`config.mk`:
```
export PLATFORM = sky130hd
export DESIGN_NAME = control_mc
export DESIGN_NICKNAME = d
export VERILOG_FILES = /design/src/rtl/ctrl_pkg.sv /design/src/rtl/ctrl_decoder.sv /design/src/rtl/control_mc.sv
export SDC_FILE = /design/constraint.sdc
export NUM_CORES = 1
export LEC_CHECK = 0
export CORE_ASPECT_RATIO = 2
export CORE_MARGIN = 3
export CORE_UTILIZATION = 39
export CTS_CLUSTER_DIAMETER = 50
export DETAILED_ROUTE_END_ITERATION = 6
export GPL_TIMING_DRIVEN = 0
export HOLD_SLACK_MARGIN = 0.02
export PLACE_DENSITY = 0.91
export SETUP_SLACK_MARGIN = 0.4
export SLEW_MARGIN = 20
export SYNTH_ARGS = -nofsm -noshare
export SYNTH_HDL_FRONTEND = slang
export SYNTH_SLANG_ARGS = --single-unit
```
`constraint.sdc`:
```
create_clock -name clk -period 3.7 [get_ports clk]
set_clock_uncertainty 0.05 [all_clocks]
set_input_delay 0.74 -clock clk [delete_from_list [all_inputs] [get_ports clk]]
set_output_delay 0.74 -clock clk [all_outputs]
set_load 0.01 [all_outputs]
```
`src/rtl/ctrl_pkg.sv`:
```
// ctrl_pkg: state, instruction-class and datapath-select encodings shared by
// the multicycle control unit (control_mc) and its decoder (ctrl_decoder).
package ctrl_pkg;

  // Controller states; the numeric value is exported on state_o for debug.
  typedef enum logic [4:0] {
    RESET    = 5'd0,
    FETCH    = 5'd1,
    FETCH_LD = 5'd2,
    DECODE   = 5'd3,
    EX_R     = 5'd4,
    EX_I     = 5'd5,
    WB_ALU   = 5'd6,
    MEM_ADDR = 5'd7,
    LD_REQ   = 5'd8,
    LD_WB    = 5'd9,
    SD_REQ   = 5'd10,
    BRANCH   = 5'd11,
    LUI      = 5'd12,
    JAL      = 5'd13,
    ILLEGAL  = 5'd14
  } state_t;

  // Instruction classes the decoder resolves, one per execution path.
  typedef enum logic [2:0] {
    CLS_R       = 3'd0,
    CLS_ADDI    = 3'd1,
    CLS_LD      = 3'd2,
    CLS_SD      = 3'd3,
    CLS_BRANCH  = 3'd4,
    CLS_LUI     = 3'd5,
    CLS_JAL     = 3'd6,
    CLS_ILLEGAL = 3'd7
  } instrClass_t;

  // Major opcodes of the supported subset.
  localparam logic [6:0] OP_RTYPE  = 7'b0110011;
  localparam logic [6:0] OP_IMM    = 7'b0010011;
  localparam logic [6:0] OP_LOAD   = 7'b0000011;
  localparam logic [6:0] OP_STORE  = 7'b0100011;
  localparam logic [6:0] OP_BRANCH = 7'b1100011;
  localparam logic [6:0] OP_LUI    = 7'b0110111;
  localparam logic [6:0] OP_JAL    = 7'b1101111;

  // funct3 / funct7 values.
  localparam logic [2:0] F3_ADD    = 3'b000;
  localparam logic [2:0] F3_AND    = 3'b111;
  localparam logic [2:0] F3_OR     = 3'b110;
  localparam logic [2:0] F3_DOUBLE = 3'b011;
  localparam logic [2:0] F3_BEQ    = 3'b000;
  localparam logic [2:0] F3_BNE    = 3'b001;
  localparam logic [6:0] F7_BASE   = 7'b0000000;
  localparam logic [6:0] F7_ALT    = 7'b0100000;

  // pc_src
  localparam logic [1:0] PC_SRC_ALU    = 2'd0;
  localparam logic [1:0] PC_SRC_ALUOUT = 2'd1;
  localparam logic [1:0] PC_SRC_EXC    = 2'd2;

  // alu_src_a
  localparam logic [1:0] SRC_A_PC    = 2'd0;
  localparam logic [1:0] SRC_A_REG   = 2'd1;
  localparam logic [1:0] SRC_A_OLDPC = 2'd2;

  // alu_src_b
  localparam logic [1:0] SRC_B_REG    = 2'd0;
  localparam logic [1:0] SRC_B_FOUR   = 2'd1;
  localparam logic [1:0] SRC_B_IMM    = 2'd2;
  localparam logic [1:0] SRC_B_IMMSH1 = 2'd3;

  // alu_op
  localparam logic [2:0] ALU_NOP = 3'd0;
  localparam logic [2:0] ALU_ADD = 3'd1;
  localparam logic [2:0] ALU_SUB = 3'd2;
  localparam logic [2:0] ALU_AND = 3'd3;
  localparam logic [2:0] ALU_OR  = 3'd4;

  // imm_sel
  localparam logic [2:0] IMM_I  = 3'd0;
  localparam logic [2:0] IMM_S  = 3'd1;
  localparam logic [2:0] IMM_SB = 3'd2;
  localparam logic [2:0] IMM_U  = 3'd3;
  localparam logic [2:0] IMM_UJ = 3'd4;

  // wb_sel
  localparam logic [1:0] WB_ALUOUT = 2'd0;
  localparam logic [1:0] WB_MDR    = 2'd1;
  localparam logic [1:0] WB_PC     = 2'd2;
  localparam logic [1:0] WB_IMM    = 2'd3;

  // Immediate format depends only on the major opcode; unknown opcodes
  // fall back to the I format so the generator always has a defined input.
  function automatic logic [2:0] immSelFor(input logic [6:0] opcode);
    case (opcode)
      OP_STORE:  return IMM_S;
      OP_BRANCH: return IMM_SB;
      OP_LUI:    return IMM_U;
      OP_JAL:    return IMM_UJ;
      default:   return IMM_I;
    endcase
  endfunction

endpackage

```
`src/rtl/ctrl_decoder.sv`:
```
// ctrl_decoder: purely combinational instruction classifier. Maps the IR
// contents to an execution class, the immediate format and the ALU operation
// used by register-register instructions.
module ctrl_decoder
  import ctrl_pkg::*;
(
  input  logic [31:0] instr,
  output logic [2:0]  instrClass,
  output logic [2:0]  immSel,
  output logic [2:0]  rAluOp,
  output logic        branchNe
);

  logic [6:0] opcode;
  logic [2:0] funct3;
  logic [6:0] funct7;
  logic       unusedFields;

  assign opcode = instr[6:0];
  assign funct3 = instr[14:12];
  assign funct7 = instr[31:25];

  // Register specifiers belong to the datapath, not to control.
  assign unusedFields = ^{instr[24:15], instr[11:7]};

  assign immSel   = immSelFor(opcode);
  assign branchNe = (funct3 == F3_BNE);

  // Classify the instruction; anything not explicitly recognised is illegal.
  always_comb begin
    // NOTE: every output of a combinational block gets a default first, so no
    // path through the case statements can leave it unassigned and infer a latch.
    instrClass = CLS_ILLEGAL;
    rAluOp     = ALU_ADD;
    case (opcode)
      OP_RTYPE: begin
        if (funct7 == F7_BASE) begin
          case (funct3)
            F3_ADD: begin instrClass = CLS_R; rAluOp = ALU_ADD; end
            F3_AND: begin instrClass = CLS_R; rAluOp = ALU_AND; end
            F3_OR:  begin instrClass = CLS_R; rAluOp = ALU_OR;  end
            default: instrClass = CLS_ILLEGAL;
          endcase
        end else if (funct7 == F7_ALT && funct3 == F3_ADD) begin
          instrClass = CLS_R;
          rAluOp     = ALU_SUB;
        end
      end
      OP_IMM: begin
        if (funct3 == F3_ADD) instrClass = CLS_ADDI;
      end
      OP_LOAD: begin
        if (funct3 == F3_DOUBLE) instrClass = CLS_LD;
      end
      OP_STORE: begin
        if (funct3 == F3_DOUBLE) instrClass = CLS_SD;
      end
      OP_BRANCH: begin
        if (funct3 == F3_BEQ || funct3 == F3_BNE) instrClass = CLS_BRANCH;
      end
      OP_LUI:  instrClass = CLS_LUI;
      OP_JAL:  instrClass = CLS_JAL;
      default: instrClass = CLS_ILLEGAL;
    endcase
  end

endmodule

```
`src/rtl/control_mc.sv`:
```
// control_mc: multicycle Moore control unit for the RV64I-subset datapath.
// Memory accesses are stretched by wait-state counters (IMEM_WAIT, DMEM_WAIT).
// Optional feature macro: CTRL_EXCEPTION_EN enables the illegal-instruction
// trap (EPC/cause write and jump to the exception vector); without it an
// illegal instruction retires as a NOP and epc_write/cause_write stay 0.
module control_mc
  import ctrl_pkg::*;
#(
  parameter int IMEM_WAIT = 1,
  parameter int DMEM_WAIT = 1
) (
  input  logic        clk,
  input  logic        reset,
  input  logic [31:0] instr,
  input  logic        alu_zero,
  output logic        imem_read,
  output logic        ir_load,
  output logic        pc_write,
  output logic [1:0]  pc_src,
  output logic        reg_a_load,
  output logic        reg_b_load,
  output logic        aluout_load,
  output logic        mdr_load,
  output logic [1:0]  alu_src_a,
  output logic [1:0]  alu_src_b,
  output logic [2:0]  alu_op,
  output logic [2:0]  imm_sel,
  output logic        dmem_read,
  output logic        dmem_write,
  output logic        reg_write,
  output logic [1:0]  wb_sel,
  output logic        epc_write,
  output logic        cause_write,
  output logic [4:0]  state_o
);

  localparam int MAX_WAIT = (IMEM_WAIT > DMEM_WAIT) ? IMEM_WAIT : DMEM_WAIT;
  localparam int CNT_W    = $clog2(MAX_WAIT + 1);

  localparam logic [CNT_W-1:0] IMEM_LAST = CNT_W'(IMEM_WAIT - 1);
  localparam logic [CNT_W-1:0] DMEM_LAST = CNT_W'(DMEM_WAIT - 1);
  localparam logic [CNT_W-1:0] CNT_MAX   = '1;

  state_t           state;
  state_t           stateNext;
  logic [CNT_W-1:0] waitCnt;
  logic             imemDone;
  logic             dmemDone;

  logic [2:0]       decClass;
  logic [2:0]       decImmSel;
  logic [2:0]       decRAluOp;
  logic             decBranchNe;

  ctrl_decoder u_decoder (
    .instr      (instr),
    .instrClass (decClass),
    .immSel     (decImmSel),
    .rAluOp     (decRAluOp),
    .branchNe   (decBranchNe)
  );

  assign imemDone = (waitCnt == IMEM_LAST);
  assign dmemDone = (waitCnt == DMEM_LAST);
  assign state_o  = state;

  // State register; reset forces RESET immediately, independent of clk.
  always_ff @(posedge clk or posedge reset) begin
    // NOTE: sequential state is updated with non-blocking assignments so every
    // register samples pre-edge values regardless of statement order.
    if (reset) state <= RESET;
    else       state <= stateNext;
  end

  // Wait counter: cleared on every state entry, saturates instead of wrapping.
  always_ff @(posedge clk or posedge reset) begin
    if (reset)                    waitCnt <= '0;
    else if (stateNext != state)  waitCnt <= '0;
    else if (waitCnt != CNT_MAX)  waitCnt <= waitCnt + CNT_W'(1);
  end

  // Next-state logic: sequencing and instruction dispatch.
  always_comb begin
    stateNext = state;
    case (state)
      RESET:    stateNext = FETCH;
      FETCH:    if (imemDone) stateNext = FETCH_LD;
      FETCH_LD: stateNext = DECODE;
      DECODE: begin
        case (decClass)
          CLS_R:               stateNext = EX_R;
          CLS_ADDI:            stateNext = EX_I;
          CLS_LD, CLS_SD:      stateNext = MEM_ADDR;
          CLS_BRANCH:          stateNext = BRANCH;
          CLS_LUI:             stateNext = LUI;
          CLS_JAL:             stateNext = JAL;
          default:             stateNext = ILLEGAL;
        endcase
      end
      EX_R, EX_I: stateNext = WB_ALU;
      MEM_ADDR:   stateNext = (decClass == CLS_LD) ? LD_REQ : SD_REQ;
      LD_REQ:     if (dmemDone) stateNext = LD_WB;
      SD_REQ:     if (dmemDone) stateNext = FETCH;
      WB_ALU, LD_WB, BRANCH, LUI, JAL, ILLEGAL: stateNext = FETCH;
      default:    stateNext = RESET;
    endcase
  end

  // Output logic: Moore decode of the state, except pc_write in BRANCH.
  always_comb begin
    imem_read   = 1'b0;
    ir_load     = 1'b0;
    pc_write    = 1'b0;
    pc_src      = PC_SRC_ALU;
    reg_a_load  = 1'b0;
    reg_b_load  = 1'b0;
    aluout_load = 1'b0;
    mdr_load    = 1'b0;
    alu_src_a   = SRC_A_PC;
    alu_src_b   = SRC_B_REG;
    alu_op      = ALU_NOP;
    imm_sel     = decImmSel;
    dmem_read   = 1'b0;
    dmem_write  = 1'b0;
    reg_write   = 1'b0;
    wb_sel      = WB_ALUOUT;
    epc_write   = 1'b0;
    cause_write = 1'b0;
    case (state)
      RESET: imm_sel = IMM_I;
      FETCH: imem_read = 1'b1;
      FETCH_LD: begin
        ir_load   = 1'b1;
        pc_write  = 1'b1;
        pc_src    = PC_SRC_ALU;
        alu_src_a = SRC_A_PC;
        alu_src_b = SRC_B_FOUR;
        alu_op    = ALU_ADD;
      end
      DECODE: begin
        // Speculatively compute the branch/jump target into ALUOut.
        reg_a_load  = 1'b1;
        reg_b_load  = 1'b1;
        aluout_load = 1'b1;
        alu_src_a   = SRC_A_OLDPC;
        alu_src_b   = SRC_B_IMMSH1;
        alu_op      = ALU_ADD;
      end
      EX_R: begin
        alu_src_a   = SRC_A_REG;
        alu_src_b   = SRC_B_REG;
        alu_op      = decRAluOp;
        aluout_load = 1'b1;
      end
      EX_I, MEM_ADDR: begin
        alu_src_a   = SRC_A_REG;
        alu_src_b   = SRC_B_IMM;
        alu_op      = ALU_ADD;
        aluout_load = 1'b1;
      end
      WB_ALU: begin
        reg_write = 1'b1;
        wb_sel    = WB_ALUOUT;
      end
      LD_REQ: begin
        dmem_read = 1'b1;
        mdr_load  = dmemDone;
      end
      LD_WB: begin
        reg_write = 1'b1;
        wb_sel    = WB_MDR;
      end
      SD_REQ: dmem_write = 1'b1;
      BRANCH: begin
        alu_src_a = SRC_A_REG;
        alu_src_b = SRC_B_REG;
        alu_op    = ALU_SUB;
        pc_src    = PC_SRC_ALUOUT;
        pc_write  = decBranchNe ? ~alu_zero : alu_zero;
      end
      LUI: begin
        reg_write = 1'b1;
        wb_sel    = WB_IMM;
      end
      JAL: begin
        // PC already holds the return address after FETCH_LD.
        reg_write = 1'b1;
        wb_sel    = WB_PC;
        pc_write  = 1'b1;
        pc_src    = PC_SRC_ALUOUT;
      end
      ILLEGAL: begin
`ifdef CTRL_EXCEPTION_EN
        epc_write   = 1'b1;
        cause_write = 1'b1;
        pc_write    = 1'b1;
        pc_src      = PC_SRC_EXC;
`else
        // Unrecognised instructions retire as a NOP.
        imm_sel = decImmSel;
`endif
      end
      default: imm_sel = IMM_I;
    endcase
  end

endmodule

```
==> results_dict.tcl <==
set metrics [dict create \
    critical_path.endpoint_type "primary output" \
    dr.first_iter.drc_count 83 \
    top_level_ports 66 \
    cts_root_buf "sky130_fd_sc_hd__clkbuf_8" \
    clockBufferDepth 2 \
    timing.rr.end "state_o[0]" \
    rsz_0062_raised_after_global_routing "no" \
    crit_path_start_kind "input port" \
    timing.critical_path.from "instr[1]" \
    critical_path_end "imm_sel[2]" \
    p_seq_share_pct 18.7 \
    power_per_cell_area_mw_per_mm2 267.7 \
    period_minus_slack_ns 3.253 \
    timing_hold_violations_final 0 \
    mostFrequentLayoutCell "sky130_fd_sc_hd__clkdlybuf4s50_1" \
    drt_wl_total_mm 3.553 \
    yosys.cell_types.count 57 \
    coreArea_sq_mm 0.002440 \
    r2r-start "state_o[0]" \
    result_of_the_run "completed" \
    dp.final_hpwl_mm 2.871 \
    worst_slew_margin_relative_to_its_limit_pct 63.84 \
    tritoncts.num_buffers 3 \
    required_ns 2.91 \
    netlist_instances 146 \
    post_drt_via_cell_ratio 5.996 \
    grt_start_max_net_pins 11 \
    power.switching_fraction_pct 39.25 \
    tritoncts_clock_tree "built" \
    average_cell_area_after_synthesis_sq_um 7.010 \
    placed_cells_incl_taps 221 \
    floorplan.initialDensity_pct 41.95 \
    area_delta_synth_final_pct 55.13 \
    detailed_place.area_sq_mm 0.001519 \
    grt_first_pass_wirelength_mm 6.237 \
    power.ir.vdd_worst_uv 244.8 \
    finalCritPeriodShare_pct 87.92 \
    power.share.combinational_pct 58.9 \
    fp.dieArea_sq_mm 0.003312 \
    internal_power_mw 0.2582 \
    globalplace.congestion 0.8212 \
    power.net_switching_mw 0.1668 \
    detail_route.first_pass.iterations 4 \
    final.hold.worst_slack_ns 0.6254 \
    worst_ep_arrival_time_ns 2.46 \
    antenna_left 0 \
    io_buf_count 45 \
    critical_path_class "input port to primary output" \
    clock_latency_ns 0.22 \
    drv_cap 0 \
    synth_enable_flop_cells 0 \
    maxSlewViolCount 0 \
    n_diodes 0 \
    clock_power_share_pct 22.4 \
    rows 25 \
    synthFlopType "sky130_fd_sc_hd__dfrtp_1" \
    drt_wl_cell_um 15.86 \
    hold_buffers 0 \
    timing.fmax_mhz 307.4 \
    clkTransAtPathRegs_ns 0.04 \
    finalInstanceArea_sq_mm 0.001588 \
    finalSetupViolCount 0 \
    die-width_um 42.23 \
    most-common-layout-cells "37 x sky130_fd_sc_hd__clkdlybuf4s50_1, 19 x sky130_fd_sc_hd__nor2_1, 9 x sky130_fd_sc_hd__nand2_1, 8 x sky130_fd_sc_hd__clkbuf_1, 8 x sky130_fd_sc_hd__nor3_1" \
    antenna_violations_before_repair 0 \
    grt_pass1_vias 1376 \
    nNetsFinal 234 \
    leakagePower_nw 0.6339 \
    setup-tns-final_ns 0 \
    yosys_warns 0 \
    cts_num_sinks 6 \
    cts_post_setup_buffers_inserted 0 \
    post_synth_instance_area_sq_mm 0.001023 \
    via_count 1343 \
    worst-r2r-setup-slack_ns 1.82 \
    layout-drive-gt1-share_pct 11.17 \
    min_delay_startpoint "waitCnt" \
    synth-seq-area-share_pct 14.67 \
    worstRegToRegCells 5 \
    worst_hold_path_type "flop to flop" \
    instances_no_fill 224 \
    grt-ovfl-total 0 \
    drc 0 \
    ys_ff_latch 6 \
    ffs_w_async_s_r_synth_pct 100.0 \
    grt_util_all_layers_pct 22.81 \
    htree_levels 1 \
    crit_path_max_fanout 5 \
    die_boundary_height_um 78.45 \
    slew_worst_pin_ns 0.5356 \
]
## power by group through the flow
stage,Clock [mW],Combinational [mW],Sequential [mW]
after floorplan,0,0.139,0.0835
final,0.0952,0.250,0.0794
after global routing,0.103,0.276,0.0805
after global placement,0,0.240,0.0798
after CTS,0.0975,0.244,0.0793
after detailed placement,0,0.245,0.0803
## cell families after synthesis
family                    after synthesis  synth area share (%)
other                                   1                0.3664
xor gates and xnor gates                3                 2.568
muxes                                   1                0.9780
DFF                                     6                 14.67
buffers and inverters                  18                 9.657
and+or+nand+nor                        75                 41.69
AOI/OAI and AO/OA                      42                 30.07
## timing repair
item / CTS / global route
pin swaps: 0 / 1
resized for setup: 8 / 8
endpoints found under the setup margin: 6 / 7
## critical path, cell delays in order
cell	delay, ns
sky130_fd_sc_hd__clkdlybuf4s50_1	0.50
sky130_fd_sc_hd__nand2_1	0.08
sky130_fd_sc_hd__or3_1	0.46
sky130_fd_sc_hd__nor2_1	0.14
sky130_fd_sc_hd__clkdlybuf4s50_1	0.55
## how the worst min path moves through the flow
stage	to	slack [ns]	cells after the start
after floorplan	state_o[0]	0.48	1
after global placement	waitCnt	0.59	1
after detailed placement	waitCnt	0.60	1
after CTS	waitCnt	0.61	1
after global routing	waitCnt	0.63	1
final	waitCnt	0.63	1
## synth_stat cells (all sizes together) (3+ instances only)
library cell | instances | area share, %
a211oi | 3 | 2.2
a21oi | 6 | 2.9
and3 | 3 | 1.8
and3b | 3 | 2.6
buf | 7 | 5.6
clkbuf | 9 | 3.3
dfrtp | 6 | 15
nand2 | 9 | 3.3
nand2b | 8 | 5.6
nand3b | 3 | 2.2
nor2 | 19 | 7.0
nor3 | 9 | 4.4
nor3b | 3 | 2.2
nor4 | 4 | 2.4
o21ai | 7 | 3.4
o31ai | 3 | 2.7
## through the flow
stage               setup slack, ns  power (mW)  utilization [%]
floorplan                     1.248      0.2227                -
global placement             0.2311      0.3195            62.26
detailed placement           0.1066      0.3250            62.26
CTS                          0.2364      0.4204            64.15
global route                 0.4008      0.4597            65.08
finish                       0.4469      0.4250            65.08
## registers in the layout, summed over array words and instances (netlist names)
name	cells
state_o	5
waitCnt	1
## layer usage
| layer | wire length (um) | vias up | track usage, % |
|---|---|---|---|
| met3 | 157 | 17 | 2.064 |
| met5 | 0 | - | 0 |
| met1 | 1181 | 618 | 22.30 |
| met2 | 2072 | 66 | 44.80 |
| li1 | - | 642 | - |
| met4 | 142 | 0 | 11.21 |
## cell type report
type                            count  area, sq um
Sequential cell                     6        150.1
Multi-Input combinational cell    125        809.5
Tap cell                           27        33.78
Fill cell                         226        852.1
Buffer                             16        92.59
Clock buffer                        3        41.29
Inverter                            2        7.507
Timing Repair Buffer               45        452.9
Note: power is estimated with default switching activity, not from simulation.
==> patch (same settings) <==
Make the reset (`reset`) synchronous in 2 clocked blocks.
--- a/src/rtl/control_mc.sv
+++ b/src/rtl/control_mc.sv
@@ -65,7 +65,7 @@
   assign state_o  = state;
 
   // State register; reset forces RESET immediately, independent of clk.
-  always_ff @(posedge clk or posedge reset) begin
+  always_ff @(posedge clk) begin
     // NOTE: sequential state is updated with non-blocking assignments so every
     // register samples pre-edge values regardless of statement order.
     if (reset) state <= RESET;
@@ -73,7 +73,7 @@
   end
 
   // Wait counter: cleared on every state entry, saturates instead of wrapping.
-  always_ff @(posedge clk or posedge reset) begin
+  always_ff @(posedge clk) begin
     if (reset)                    waitCnt <= '0;
     else if (stateNext != state)  waitCnt <= '0;
     else if (waitCnt != CNT_MAX)  waitCnt <= waitCnt + CNT_W'(1);
Check against the original RTL: differs if reset is asserted again (counterexample within 4 cycles, from zero or initial values and one cycle with reset high); with reset held inactive, the same outputs for 10 cycles.
==> patch against the unedited design <==
- cell area is 6.5% higher
- worst setup slack better by 0.0035 ns
- synthesized area rose by 4.2%
- non-clock buffer count rose by 5
- sequential cell count stayed put
- wire length grew 2.0%
- critical path type unchanged
- largest cell class unchanged
Power is not compared: it rests on default switching activity, and its combinational part moved more than twofold at a synthesized area within 25%.
==> patch: results (changes against the unedited design) <==
Status -> finished clean
CP max stage cell -> clkdlybuf4s50_1
Synthesized instance count -> 160 (+9.6%)
Final Slew Violations -> 0 (unchanged)
Iteration-0 DRC Markers -> 79 (-4.8%)
Initial antenna violation count -> 0 (unchanged)
DR pass1 iterations -> 4 (unchanged)
Setup_tns -> 0 ns (unchanged)
Hold depth -> 2 (+1)
Worst VDD drop -> 0.161 mV
Placed Instances -> 236 (+6.8%)
Maximum fanout along the worst path -> 4 (-1)
GPL Wtd Cong -> 0.932 (+13%)
Reg-to-Reg End -> state_o[0]$_SDFF_PP0_
Worst Tran Pin Value -> 0.580 ns (+0.0447 ns)
Ys async rst share -> 0% (-100 points)
Yosys top cell by area -> dfxtp_1
Crit path largest cell delay -> 0.55 ns (about the same)
Path depth of the worst reg2reg path -> 5 (unchanged)
Met2 Track Usage GR -> 40.4% (-4.4 points)
Seq/Total Area, Yosys -> 11.3% (-3.4 points)
Max FFs per register -> 5 (unchanged)
Flop-to-flop setup slack -> 1.77 ns (-0.05 ns)
ANT cells -> 0 (unchanged)
Share of cells above drive strength 1 -> 16.4% (+5.3 points)
Leak -> 0.588 nW
# port buffers -> 45 (unchanged)
DR vias/cell -> 6.03 (+0.56%)
Critical Path AT -> 2.46 ns (about the same)
H-Tree Depth -> 1 (unchanged)
Tightest Hold Check Type -> reg -> reg
Worst reg2reg startpoint -> state_o[4]$_SDFF_PP0_
First-pass GRT wire length -> 5760 um (-7.6%)
Num CTS Buffers -> 3 (unchanged)
Clock-pin slew on the worst setup and hold paths -> 0.03 ns
Distinct cell type count after synthesis -> 51 (-11%)
Hold Crit Start -> state_o[3]$_SDFF_PP0_
Pin count of the biggest net entering global routing -> 11 (unchanged)
Post-DR wirelength/cell -> 15.0 um (-5.2%)
Grt met3 use -> 3.39% (+1.3 points)
Top post-synthesis cells by area -> dfxtp_1 11%, nor3_1 6.6%, nor2_1 5.6%, a21oi_1 4.7%, o21ai_0 4.7%
Vias -> 1453 (+8.2%)
DP HPWL -> 2750 um (-4.4%)
Number of global-route vias before repair -> 1382 (+0.44%)
Nets -> 250 (+6.8%)
Top delay family on crit path -> buffers and inverters
Hold EP -> state_o[2]$_SDFF_PP0_
Ys Warns -> 0 (unchanged)
All-Layer GR Usage -> 20.6% (-2.2 points)
Synth cell count leaders -> 16 x nor2_1, 14 x nor3_1, 12 x clkbuf_1
GR Util met1 -> 19.6% (-2.7 points)
Root Driver -> clkbuf_8
CTS max path bufs -> 2 (unchanged)
## patch: cell type report
| class | instances | area [um^2] |
|---|---|---|
| multi-input cells | 133 | 897 |
| fillers | 218 | 880 |
| repair buffers | 47 | 464 |
| flip-flops and latches | 6 | 120 |
| plain buffers | 19 | 114 |
| clock buffers | 3 | 41.3 |
| well taps | 28 | 35.0 |
| inverters | 5 | 18.8 |
## patch: worst max path at each step
stage / to / cells past startpoint / start
finish: alu_op[0] / 7 / instr[30]
global route: alu_op[0] / 8 / instr[13]
CTS: imm_sel[1] / 6 / instr[0]
detailed placement: imm_sel[1] / 6 / instr[2]
global placement: imm_sel[1] / 6 / instr[3]
floorplan: alu_op[0] / 5 / instr[26]
## patch: report_power, final
| group | internal, mW | switching, mW |
|---|---|---|
| logic | 0.0493 | 0.0539 |
| clock network | 0.0694 | 0.0229 |
| registers | 0.0675 | 0.00222 |
## patch: tightest hold or removal path, delay by kind of cell, from the launching register on
kind | cells | cell delay, ns
AO/OA/AOI/OAI | 1 | 0.08
flip-flops | 1 | 0.45
AND/OR/NAND/NOR | 1 | 0.17
## patch: stage by stage
step / utilization, % / hold slack (ns) / power, mW / worst slack [ns] / instance area, um^2
6_report: 65.8 / 0.709 / 0.265 / 0.450 / 1690
5_1_grt: 65.8 / 0.755 / 0.280 / 0.361 / 1690
4_1_cts: 63.5 / 0.673 / 0.260 / 0.339 / 1630
3_5_place_dp: 60.8 / 0.667 / 0.165 / -0.0663 / 1560
3_3_place_gp: 60.8 / 0.668 / 0.163 / -0.0597 / 1560
2_1_floorplan: - / 0.616 / 0.123 / 0.942 / 1080
## patch: what timing repair did
action	CTS	global route
resized for setup	24	19
endpoints found under the setup margin	6	6
pin swaps	1	3
setup buffers	0	2
hold buffers	0	0
## patch: layer usage
metal,vias to the layer above,wire length [um]
li1,702,-
met1,668,1260
met2,70,2060
met3,13,202
met4,0,106
met5,-,0
## patch: logic make-up (layout without fill, tap and decap cells)
kind of cell	Yosys count	after routing	share of synthesized area (%)
AOI/OAI and AO/OA	45	45	31.3
xor gates and xnor gates	2	2	1.64
DFF	6	6	11.3
and+or+nand+nor	82	82	44.5
buffers and inverters	24	74	10.9
other	1	4	0.352
